==> src/rtl/onehot_scan_decoder_if.sv <==
// Interface bundle between sequencing control and the one-hot scan decoder.
// SEL_W is derived from NOUT and is not meant to be overridden.
interface onehot_scan_decoder_if #(
    parameter int NOUT  = 32,
    parameter int SEL_W = $clog2(NOUT)
);
    logic             en;
    logic             load;
    logic             mode;
    logic             up;
    logic             blank;
    logic [SEL_W-1:0] Bin;
    logic [NOUT-1:0]  Bout;
    logic [SEL_W-1:0] Bidx;
    logic             wrap;
    logic             err;

    modport master (
        output en, load, mode, up, blank, Bin,
        input  Bout, Bidx, wrap, err
    );

    modport slave (
        input  en, load, mode, up, blank, Bin,
        output Bout, Bidx, wrap, err
    );
endinterface

==> src/rtl/onehot_scan_decoder.sv <==
// Registered one-hot decoder with a prescaled up/down scan mode for
// multiplexed display digit / keypad row selection.
//
//   state  | meaning
//   -------+-----------------------------------------------
//   S_IDLE | no line active; only a valid load leaves here
//   S_HOLD | static one-hot at the latched index
//   S_SCAN | index steps every SCAN_DIV enabled cycles
module onehot_scan_decoder #(
    parameter int NOUT     = 32,
    parameter int SCAN_DIV = 4
) (
    input logic                  clk,
    input logic                  rst,
    onehot_scan_decoder_if.slave bus
);
    localparam int SEL_W = $clog2(NOUT);
    localparam int PW    = (SCAN_DIV > 1) ? $clog2(SCAN_DIV) : 1;

    localparam logic [SEL_W:0]   NOUT_V  = (SEL_W + 1)'(NOUT);
    localparam logic [SEL_W-1:0] LAST    = SEL_W'(NOUT - 1);
    localparam logic [PW-1:0]    PDIV_M1 = PW'(SCAN_DIV - 1);

    typedef enum logic [1:0] {
        S_IDLE = 2'd0,
        S_HOLD = 2'd1,
        S_SCAN = 2'd2
    } state_t;

    state_t           state_q, state_d;
    logic [SEL_W-1:0] idx_q, idx_d;
    logic [PW-1:0]    presc_q, presc_d;
    logic [NOUT-1:0]  bout_q, bout_d;
    logic             wrap_q, wrap_d;
    logic             err_q, err_d;

    always_ff @(posedge clk or posedge rst) begin
        if (rst) begin
            state_q <= S_IDLE;
            idx_q   <= '0;
            presc_q <= '0;
            bout_q  <= '0;
            wrap_q  <= 1'b0;
            err_q   <= 1'b0;
        end else begin
            state_q <= state_d;
            idx_q   <= idx_d;
            presc_q <= presc_d;
            bout_q  <= bout_d;
            wrap_q  <= wrap_d;
            err_q   <= err_d;
        end
    end

    always_comb begin
        state_d = state_q;
        idx_d   = idx_q;
        presc_d = presc_q;
        wrap_d  = 1'b0;
        err_d   = err_q;

        if (bus.load) begin
            presc_d = '0;
            if ({1'b0, bus.Bin} < NOUT_V) begin
                idx_d   = bus.Bin;
                err_d   = 1'b0;
                state_d = bus.mode ? S_SCAN : S_HOLD;
            end else begin
                idx_d   = '0;
                err_d   = 1'b1;
                state_d = S_IDLE;
            end
        end else begin
            case (state_q)
                S_HOLD: begin
                    if (bus.mode) begin
                        state_d = S_SCAN;
                        presc_d = '0;
                    end
                end
                S_SCAN: begin
                    if (!bus.mode) begin
                        state_d = S_HOLD;
                        presc_d = '0;
                    end else if (bus.en) begin
                        if (presc_q == PDIV_M1) begin
                            presc_d = '0;
                            if (bus.up) begin
                                if (idx_q == LAST) begin
                                    idx_d  = '0;
                                    wrap_d = 1'b1;
                                end else begin
                                    idx_d = idx_q + 1'b1;
                                end
                            end else begin
                                if (idx_q == '0) begin
                                    idx_d  = LAST;
                                    wrap_d = 1'b1;
                                end else begin
                                    idx_d = idx_q - 1'b1;
                                end
                            end
                        end else begin
                            presc_d = presc_q + 1'b1;
                        end
                    end
                end
                default: ;
            endcase
        end

        // Loop compare keeps non-power-of-two NOUT free of out-of-range selects
        bout_d = '0;
        for (int i = 0; i < NOUT; i++) begin
            bout_d[i] = (state_d != S_IDLE) && !bus.blank && (idx_d == SEL_W'(i));
        end
    end

    assign bus.Bout = bout_q;
    assign bus.Bidx = idx_q;
    assign bus.wrap = wrap_q;
    assign bus.err  = err_q;
endmodule
==> src/flat_wrapper.sv <==
// flat-port wrapper written by rule: the top's interface ports become plain ports
module onehot_scan_decoder_flat 
#(
    parameter int NOUT     = 32,
    parameter int SCAN_DIV = 4
)
  (clk, rst, bus_en, bus_load, bus_mode, bus_up, bus_blank, bus_Bin, bus_Bout, bus_Bidx, bus_wrap, bus_err);
  onehot_scan_decoder_if #(.NOUT(NOUT)) bus_i ();
  input logic clk;
  input logic rst;
  input wire logic [$bits(bus_i.en)-1:0] bus_en;
  input wire logic [$bits(bus_i.load)-1:0] bus_load;
  input wire logic [$bits(bus_i.mode)-1:0] bus_mode;
  input wire logic [$bits(bus_i.up)-1:0] bus_up;
  input wire logic [$bits(bus_i.blank)-1:0] bus_blank;
  input wire logic [$bits(bus_i.Bin)-1:0] bus_Bin;
  output wire logic [$bits(bus_i.Bout)-1:0] bus_Bout;
  output wire logic [$bits(bus_i.Bidx)-1:0] bus_Bidx;
  output wire logic [$bits(bus_i.wrap)-1:0] bus_wrap;
  output wire logic [$bits(bus_i.err)-1:0] bus_err;
  assign bus_i.en = bus_en;
  assign bus_i.load = bus_load;
  assign bus_i.mode = bus_mode;
  assign bus_i.up = bus_up;
  assign bus_i.blank = bus_blank;
  assign bus_i.Bin = bus_Bin;
  assign bus_Bout = bus_i.Bout;
  assign bus_Bidx = bus_i.Bidx;
  assign bus_wrap = bus_i.wrap;
  assign bus_err = bus_i.err;
  onehot_scan_decoder #(.NOUT(NOUT), .SCAN_DIV(SCAN_DIV)) u_core (.clk(clk), .rst(rst), .bus(bus_i));
endmodule
==> config.mk <==
export PLATFORM = sky130hd
export DESIGN_NAME = onehot_scan_decoder_flat
export DESIGN_NICKNAME = d
export VERILOG_FILES = /design/src/rtl/onehot_scan_decoder_if.sv /design/src/rtl/onehot_scan_decoder.sv /design/src/flat_wrapper.sv
export SDC_FILE = /design/constraint.sdc
export NUM_CORES = 1
export LEC_CHECK = 0
export ABC_AREA = 1
export CAP_MARGIN = 20
export CORE_AREA = 8 8 78 80
export CTS_CLUSTER_DIAMETER = 120
export DETAILED_ROUTE_END_ITERATION = 16
export DIE_AREA = 0 0 86 88
export GPL_ROUTABILITY_DRIVEN = 0
export GPL_TIMING_DRIVEN = 0
export HOLD_SLACK_MARGIN = 0.06
export PLACE_DENSITY_LB_ADDON = 0.2
export SETUP_SLACK_MARGIN = 0.5
export SYNTH_ARGS = -nofsm -noshare
export SYNTH_HDL_FRONTEND = slang
export SYNTH_SLANG_ARGS = --single-unit
==> constraint.sdc <==
create_clock -name clk -period 2.7 [get_ports clk]
set_input_delay 0.54 -clock clk [delete_from_list [all_inputs] [get_ports clk]]
set_output_delay 0.54 -clock clk [all_outputs]
set_load 0.01 [all_outputs]
# [Word-level counts from Yosys, hierarchy flattened]
# Cells that the tools add are included.
[classes] add_sub_neg=3 reduce_logical=39 eq_ne=37 mux=27
[ops] operator="equality test 5 bit, second input constant" n=17
[ops] operator="equality test 5 x 4 -> 1 bit, second input constant" n=8
[ops] operator="two-way mux 5 bit" n=8
[ops] operator="logical AND 1 bit" n=33
[ops] operator="equality test 5 x 3 -> 1 bit, second input constant" n=4
[ops] operator="two-way mux 2 bit" n=9
[ops] operator="equality test 5 x 2 -> 1 bit, second input constant" n=2
[ops] operator="zero test 5 bit" n=2
[ops] operator="two-way mux 1 bit" n=8
[ops] operator="case mux 2 bit (2 select lines)" n=2
[ops] operator="adder 5 x 1 -> 5 bit, second input constant" n=1
[ops] operator="equality test 5 x 1 -> 1 bit, second input constant" n=1
[ops] operator="subtractor 5 x 1 -> 5 bit, second input constant" n=1
[ops] operator="equality test 2 bit, second input constant" n=2
[ops] operator="!= test 4 bit, second input constant" n=1
[ops] operator="!= test 3 bit, second input constant" n=1
[ops] operator="AND reduction 3 bit" n=1
[ops] operator="nonzero test 3 bit" n=1
[ops] operator="adder 2 x 1 -> 2 bit, second input constant" n=1
[ops] operator="equality test 2 x 1 -> 1 bit, second input constant" n=1
[ops] operator="nonzero test 2 bit" n=1
[ops] operator="zero test 1 bit" n=1
[totals] register_bits=42 elab_cells=111 out_inout_bits=39

# [Longest topological paths before layout]
# Gate-level depths: netlist of the first run.
[logic_depth] depth_word=10 mapped_depth=12 depth_no_buf=12

# [Least setup slack after synthesis of the first run]
# No wires, ideal clock.
[synth_timing] path_kind="register -> register" from="register u_core.idx_q[0] (netlist: u_core.bus.Bidx[0])" to="register u_core.bout_q[13] (netlist: u_core.bus.Bout[13])" stages_incl_launch_ff=13 setup_ps=80 slack_ps=813 arrival_ps=1807 path_cell_list="dfrtp_1 -> ha_1 -> nand2_1 -> nor2_1 -> ha_1 -> nand2_1 -> nand2_1 -> nand2_1 -> nand2_1 -> nor2_4 -> nand3_4 -> buf_6 -> nor3_2"
[synth_via] elab_chain_cells=10
[synth_rtl] item="from (decl)" line="onehot_scan_decoder.sv:31" text="logic [SEL_W-1:0] idx_q, idx_d;"
[synth_rtl] item="from (signal assigned)" line="onehot_scan_decoder.sv:47" text="idx_q <= idx_d;"
[synth_rtl] item="subtractor 5 x 1 -> 5 bit, or another cell as far along" line="onehot_scan_decoder.sv:100" text="idx_d = idx_q - 1'b1;"
[synth_rtl] item="two-way mux 5 bit, on equally long branches" line="onehot_scan_decoder.sv:96, onehot_scan_decoder.sv:89"
[synth_rtl] item="two-way mux 5 bit" line="onehot_scan_decoder.sv:88" text="if (bus.up) begin"
[synth_rtl] item="two-way mux 5 bit" line="onehot_scan_decoder.sv:86" text="if (presc_q == PDIV_M1) begin"
[synth_rtl] item="two-way mux 5 bit" line="onehot_scan_decoder.sv:85" text="end else if (bus.en) begin"
[synth_rtl] item="two-way mux 5 bit" line="onehot_scan_decoder.sv:82" text="if (!bus.mode) begin"
[synth_rtl] item="two-way mux 5 bit (*)" line="onehot_scan_decoder.sv:74" text="case (state_q)"
[synth_rtl] item="two-way mux 5 bit (*)" line="onehot_scan_decoder.sv:62" text="if (bus.load) begin"
[synth_rtl] item="equality test 5 x 4 -> 1 bit (*)" line="onehot_scan_decoder.sv:115" text="bout_d[i] = (state_d != S_IDLE) && !bus.blank && (idx_d == SEL_W'(i));"
[synth_rtl] item="logical AND 1 bit (*)" line="onehot_scan_decoder.sv:115"
[synth_rtl] item="via u_core.bout_d[13]" line="onehot_scan_decoder.sv:33" text="logic [NOUT-1:0] bout_q, bout_d;"
[synth_rtl] item="to (signal assigned)" line="onehot_scan_decoder.sv:49" text="bout_q <= bout_d;"
[synth_rtl] item="to (decl)" line="onehot_scan_decoder.sv:33"
# Mark *: on every way through the listed nets, which the timed path passes. The rest lies on a longest branch.
# A chain may end at the register's enable or synchronous reset.

# [Worst setup path after layout of the first run]
[layout_timing] from="input bus_mode" to="register u_core.bout_q[12] (netlist: u_core.bus.Bout[12])"
[layout_rtl] item="from (decl)" line="flat_wrapper.sv:13" text="input wire logic [$bits(bus_i.mode)-1:0] bus_mode;"
[layout_rtl] item="two-way mux 5 bit" line="onehot_scan_decoder.sv:82"
[layout_rtl] item="two-way mux 5 bit" line="onehot_scan_decoder.sv:74"
[layout_rtl] item="two-way mux 5 bit" line="onehot_scan_decoder.sv:62"
[layout_rtl] item="via u_core.idx_d[1]" line="onehot_scan_decoder.sv:31"
[layout_rtl] item="equality test 5 x 4 -> 1 bit" line="onehot_scan_decoder.sv:115"
[layout_rtl] item="logical AND 1 bit" line="onehot_scan_decoder.sv:115"
[layout_rtl] item="via u_core.bout_d[12]" line="onehot_scan_decoder.sv:33"
# The timed path passes the listed nets, and every way through them passes these cells.

==> summary.txt, run 1 <==
Yosys
  • Register area share after synthesis: 0.499
  • Synth warn: 0
  • Syn nets: 228
  • Async set or reset register ratio after synthesis: 1.00
  • Area leader, netlist: dfrtp_1
  • Synth area leaders: dfrtp_1 (50%), nor3_2 (8.5%), nand2_1 (8.0%)
  • Synth Flop Type: dfrtp_1
  • Top-area cell type share of the netlist area: 0.499
  • Synthesized area per cell: 10.0 µm²
  • Syn Inst Count: 210
  • #FFs+latches synth: 42
  • Netlist cell types: 27
  • Mapped Area: 2110 µm²
  • Number of flops mapped to enable cells by yosys: 0

Drt
  • DRC: 0
  • DRT Pass-1 Iters: 4
  • Drt total wl: 4.51 mm
  • Routed via count: 1537
  • Starting DRC count in detailed routing: 42
  • Post-route ant nets: 0
  • Routed len/inst: 13.3 µm
  • Vias per cell: 4.53

Power and ir drop
  • PwrDens: 522 nW/µm²
  • Leakage: 1.31 nW
  • Final Power: 0.00148 W
  • Peak VDD IR: 0.000288 V

Global route
  • Initial antenna violation count: 0
  • First-pass GRT wire length: 7.43 mm
  • Vias in the first global route: 1555
  • Remaining global-route overflow: 0
  • GRT Resource Usage Total: 0.124
  • Largest net degree at the start of global routing: 43

Die
  • # rows: 26
  • Die area: 7570 µm²
  • Die Width: 86 µm
  • I/O Pins: 51
  • Initial core utilization: 0.429
  • Die height: 88 µm
  • Core area: 4910 µm²

Critical path
  • Worst EP arrival: 2.22 ns
  • Slowest cell on crit path: clkdlybuf4s50_1
  • CP Buf/Inv Count: 2
  • Most common cell on crit path: nand2_4
  • Worst-path cell chain: clkdlybuf4s50_1, nand2_4, nor2_8, nand2_1, nand3_2, nand2_4, clkinv_1, nand3_4, nor3_2
  • Top delay family on crit path: simple AND/OR/NAND/NOR gates
  • CP Data Required Time: 2.91 ns
  • Worst Setup End Kind: flip-flop
  • Crit-path max FO: 8
  • Type of origin of the critical path: input port
  • Critical path's largest stage delay: 0.62 ns
  • CP Class: input port to flip-flop

STA
  • Clock Skew: 0.00584 ns
  • Final-report hold violation count: 0
  • Fin Hold WS: 0.545 ns
  • RSZ-0062 raised after global routing: false
  • Final period util: 0.742
  • Time the worst path needs with I/O delays and setup: 2.00 ns
  • Setup TNS: 0 ns
  • Slew @ Worst Pin: 0.835 ns
  • Max frequency: 499 MHz
  • Fin. max-slew vios: 0
  • Worst slew margin: 0.442
  • Final setup vio count: 0

Cells and area
  • Area grow syn2layout: 34.6%
  • Final Instance Area: 2840 µm²
  • Multi-input logic area: 942 µm²
  • # diodes: 0
  • Final net count: 286
  • Ratio of cells with drive above 1 in the final layout: 0.238
  • Layout fillers: 444
  • Register area: 1050 µm²

Worst hold path
  • Worst hold path class: flip-flop to flip-flop

Clocking
  • Total CTS buffers: 5
  • H-tree level count: 2
  • Worst-path clk slew: 0.08 ns
  • CTS tree: yes
  • Clock Latency Late Sink: 0.29 ns
  • Maximum root-to-sink buffer count: 2
  • # clock sinks: 42
  • Clk root buf: clkbuf_8

Placed design
  • PortBufs: 49
  • DP Area: 2690 µm²
  • Final HPWL DP: 3.38 mm

Run
  • MaxCap Viol Count: 0

Run status
  • Status: completed
cell type report:
type,instances,area share
tap,70,0.0309
timing repair buffer,51,0.183
sequential,42,0.371
inverter,22,0.0291
clock buffer,6,0.0256
buffer,5,0.0154
multi-input combinational,141,0.332
clock inverter,2,0.0132
synth_stat cells (4+ instances only):
master,n
dfrtp_1,42
ha_1,6
inv_1,18
nand2_1,45
nand2_2,6
nand2_4,7
nand3_1,8
nand3_2,5
nand3_4,4
nor2_1,11
nor3_1,15
nor3_2,18
cells in the final DEF (no fill, tap or decap), types with 2 or more instances in the layout:
master | netlist | routed
a21oi_2 | 2 | 2
nor3_1 | 15 | 15
dfrtp_1 | 42 | 40
clkdlybuf4s50_1 | 0 | 49
nor2_1 | 11 | 11
nand3_1 | 8 | 8
nor3_2 | 18 | 18
buf_2 | 2 | 2
o21ai_0 | 3 | 3
a21oi_1 | 3 | 3
buf_4 | 1 | 2
nand3_4 | 4 | 5
dfrtp_2 | 0 | 2
nand3_2 | 5 | 4
inv_1 | 18 | 17
ha_1 | 6 | 6
nand2_1 | 45 | 45
nand2_2 | 6 | 6
inv_2 | 3 | 4
clkbuf_8 | 0 | 5
nand4_1 | 2 | 2
nand2_4 | 7 | 7
registers in the layout, indices dropped and copies added (netlist names):
| name | cells |
|---|---|
| u_core.bus.Bidx | 5 |
| u_core.state_q | 2 |
| u_core.bus.Bout | 32 |
| u_core.presc_q | 2 |
| u_core.bus.wrap | 1 |
layer usage:
metal	wire length (µm)	GRT usage	up-vias
met5	0	0	-
met1	2010	0.155	706
met3	247	0.0385	5
met4	41	0.0287	0
li1	-	-	796
met2	2210	0.205	30
power breakdown:
group	internal, W	total [W]	switching [W]
registers	0.000650	0.000668	0.0000179
logic	0.000126	0.000332	0.000205
clock network	0.000276	0.000481	0.000205
total	0.00105	0.00148	0.000428
path summary, 6_finish.rpt:
path	from	endpoint	slack [ns]	cells after the start
worst max-delay path	bus_mode	u_core.bus.Bout[12]	0.70	9
worst min-delay path	u_core.presc_q[1]	u_core.presc_q[1]	0.54	2
worst max register to register	u_core.bus.Bidx[0]	u_core.bus.Bout[15]	0.71	12
worst min register to register	u_core.presc_q[1]	u_core.presc_q[1]	0.54	2
max in group asynchronous	rst	u_core.bus.Bidx[0]	1.38	2
min in group asynchronous	rst	u_core.bus.Bidx[3]	0.74	2
repair_timing:
action	4_1_cts	5_1_grt
hold buffers	0	0
endpoints found under the setup margin	0	17
setup buffers	0	2
gates resized for setup	0	4
metrics by stage:
step                      std cells   util  setup WS, ns
after global routing            339  0.578         0.526
after CTS                       337  0.569         0.617
after global placement          329  0.547         0.335
after floorplan                 210      -         0.813
final                           339  0.578         0.696
after detailed placement        329  0.547         0.317
tightest hold or removal path, cell delays in order, from the launching register on:
cell and delay, ns:
dfrtp_1 0.39, nand2_1 0.07, a21oi_1 0.05
kinds of logic (layout without fill, tap and decap cells):
group	count (synthesis)	in the layout	share of synthesized area
buffers and inverters	27	86	0.0582
multiplexers	1	1	0.00475
AND/OR/NAND/NOR	123	123	0.373
other	1	1	0.00178
adder cells (fa/ha/maj)	6	6	0.0356
AO/OA/AOI/OAI	10	10	0.0285
flip-flops	42	42	0.499
Power figures use the tool's default switching activity.
==> run 2: changes to the inputs <==
--- a/config.mk
+++ b/config.mk
@@ -7,10 +7,10 @@
 export LEC_CHECK = 0
 export ABC_AREA = 1
 export CAP_MARGIN = 20
-export CORE_AREA = 8 8 78 80
+export CORE_AREA = 8 8 79 81
 export CTS_CLUSTER_DIAMETER = 120
 export DETAILED_ROUTE_END_ITERATION = 16
-export DIE_AREA = 0 0 86 88
+export DIE_AREA = 0 0 87 89
 export GPL_ROUTABILITY_DRIVEN = 0
 export GPL_TIMING_DRIVEN = 0
 export HOLD_SLACK_MARGIN = 0.06
==> constraint.sdc (replaced) <==
create_clock -name clk -period 1.6 [get_ports clk]
set_input_delay 0.32 -clock clk [delete_from_list [all_inputs] [get_ports clk]]
set_output_delay 0.32 -clock clk [all_outputs]
set_load 0.01 [all_outputs]
==> summary.txt, run 2 (synthesis results as in run 1) <==
Run status
  • Status: finished with violations
  • Violated checks: setup timing

Global route
  • Remaining global-route overflow: 0
  • GRT Resource Usage Total: 0.156
  • Largest net degree at the start of global routing: 22
  • Vias in the first global route: 1910
  • Initial antenna violation count: 0
  • First-pass GRT wire length: 9.45 mm

Power and ir drop
  • PwrDens: 819 nW/µm²
  • Proportion of power drawn by combinational gates: 0.344
  • P_sw: 0.000956 W
  • Clock power frac: 0.250
  • Sequential fraction of design power: 0.406
  • Peak VDD IR: 0.000520 V
  • Pint: 0.00182 W
  • Net Sw Frac: 0.344
  • Leakage: 1.62 nW

Critical path
  • Worst Setup End Kind: flip-flop
  • CP Class: flip-flop to flip-flop
  • Type of origin of the critical path: flip-flop
  • Slowest cell on crit path: dfrtp_2
  • Worst EP arrival: 2.08 ns
  • Most common cell on crit path: nand2_4
  • CP Data Required Time: 1.82 ns
  • Crit-path max FO: 5
  • Top delay family on crit path: simple AND/OR/NAND/NOR gates
  • Critical path's largest stage delay: 0.45 ns
  • CP Buf/Inv Count: 1
  • Worst-path cell chain: ha_4, nand2_4, nor2_4, ha_4, nand2_2, nand2_2, nand2_4, nand2_4, nor2_4, nand3_4, buf_8, nor3_2

Clocking
  • # clock sinks: 42
  • CTS tree: yes
  • Hold-fix buffers, CTS: 0
  • Maximum root-to-sink buffer count: 2
  • H-tree level count: 2
  • Clock Latency Late Sink: 0.30 ns
  • Total CTS buffers: 5
  • Worst-path clk slew: 0.09 ns
  • Clk root buf: clkbuf_8

Die
  • Initial core utilization: 0.424
  • Core area: 4980 µm²
  • # rows: 26
  • I/O Pins: 51
  • Die Width: 87 µm
  • Die height: 89 µm
  • Die area: 7740 µm²

Placed design
  • PortBufs: 49
  • Final HPWL DP: 3.48 mm
  • Place WS: -0.608 ns

STA
  • Final setup vio count: 32
  • Clock Skew: 0.0118 ns
  • RSZ-0062 raised after global routing: true
  • Final-report hold violation count: 0
  • Final period util: 1.16
  • Worst setup margin: -0.254 ns
  • Time the worst path needs with I/O delays and setup: 1.85 ns
  • Max frequency: 539 MHz
  • Fin Hold WS: 0.524 ns
  • Fin. max-slew vios: 0

Run
  • MaxCap Viol Count: 0

Drt
  • Post-route ant nets: 0
  • Vias per cell: 4.93
  • Starting DRC count in detailed routing: 58
  • Drt total wl: 5.72 mm
  • Routed len/inst: 15.8 µm
  • Routed via count: 1785
  • DRT Pass-1 Iters: 4
  • DRC: 0

Worst hold path
  • Worst hold path class: input port to async pin

Cells and area
  • Final net count: 309
  • Ratio of cells with drive above 1 in the final layout: 0.620
  • Commonest non-fill, non-tap cell in the layout: dfrtp_1
  • # diodes: 0
  • Most frequent cells in the layout: dfrtp_1 (39), nand2_1 (34), nor3_2 (27)
  • Area grow syn2layout: 61.0%
  • Max reg flops: 32
## run 2: cell types whose count changed in the layout (fill, tap and decap cells not counted), sizes merged
cell           previous run  this run
buf                       7        67
bufinv                    1         0
clkbuf                    6         5
clkdlybuf4s50            49        10
clkinv                    1         3
clkinvlp                  1         3
dlygate4sd2               0         1
inv                      21        20
## run 2: path summary, 6_finish.rpt
kind	startpoint	endpoint	slack, ns	cells past startpoint
max	u_core.bus.Bidx[0]	u_core.bus.Bout[13]	-0.25	12
min	rst	u_core.bus.Bout[13]	0.52	2
max reg2reg	u_core.bus.Bidx[0]	u_core.bus.Bout[13]	-0.25	12
min reg2reg	u_core.presc_q[1]	u_core.presc_q[1]	0.57	2
max in group asynchronous	rst	u_core.bus.Bidx[4]	0.74	2
min in group clk	u_core.presc_q[1]	u_core.presc_q[1]	0.57	2
## run 2: metal layers
metal  track usage  routed length (µm)  part of all wire
met3        0.0478                 340             0.059
met5             0                   0                 0
met2         0.276                3000              0.52
met1         0.179                2320              0.41
met4        0.0376                  65             0.011
## run 2: power groups by stage
stage / sequential, W / combinational [W] / clock, W
after global routing: 0.00113 / 0.00103 / 0.000759
final: 0.00113 / 0.000957 / 0.000695
after floorplan: 0.00116 / 0.000421 / 0
after global placement: 0.00115 / 0.000591 / 0
after CTS: 0.00113 / 0.000882 / 0.000704
after detailed placement: 0.00115 / 0.000604 / 0
## run 2: cell type report
cell class / instances / area [µm²]
clock inverters: 3 / 21.3
fillers: 359 / 1580
repair buffers: 73 / 683
plain buffers: 5 / 50.0
well taps: 70 / 87.6
clock buffers: 5 / 68.8
multi-input cells: 141 / 1320
inverters: 22 / 103
repair inverters: 1 / 7.51
flip-flops and latches: 42 / 1050
## run 2: metrics by stage
stage,std cells,utilization,TNS (ns),cell area [µm²],total power (W)
after detailed placement,329,0.553,-17.64,2750,0.00176
after CTS,361,0.645,-6.19,3210,0.00271
after global routing,362,0.682,-9.44,3390,0.00292
final,362,0.682,-6.66,3390,0.00278
after global placement,329,0.553,-17.17,2750,0.00174
after floorplan,210,-,-4.76,2170,0.00158
## run 2: repair_timing
action	in CTS	in global routing
endpoints found under the setup margin	83	80
cloned	3	0
buffers inserted	21	1
gates resized for setup	223	34
pin swaps	43	22
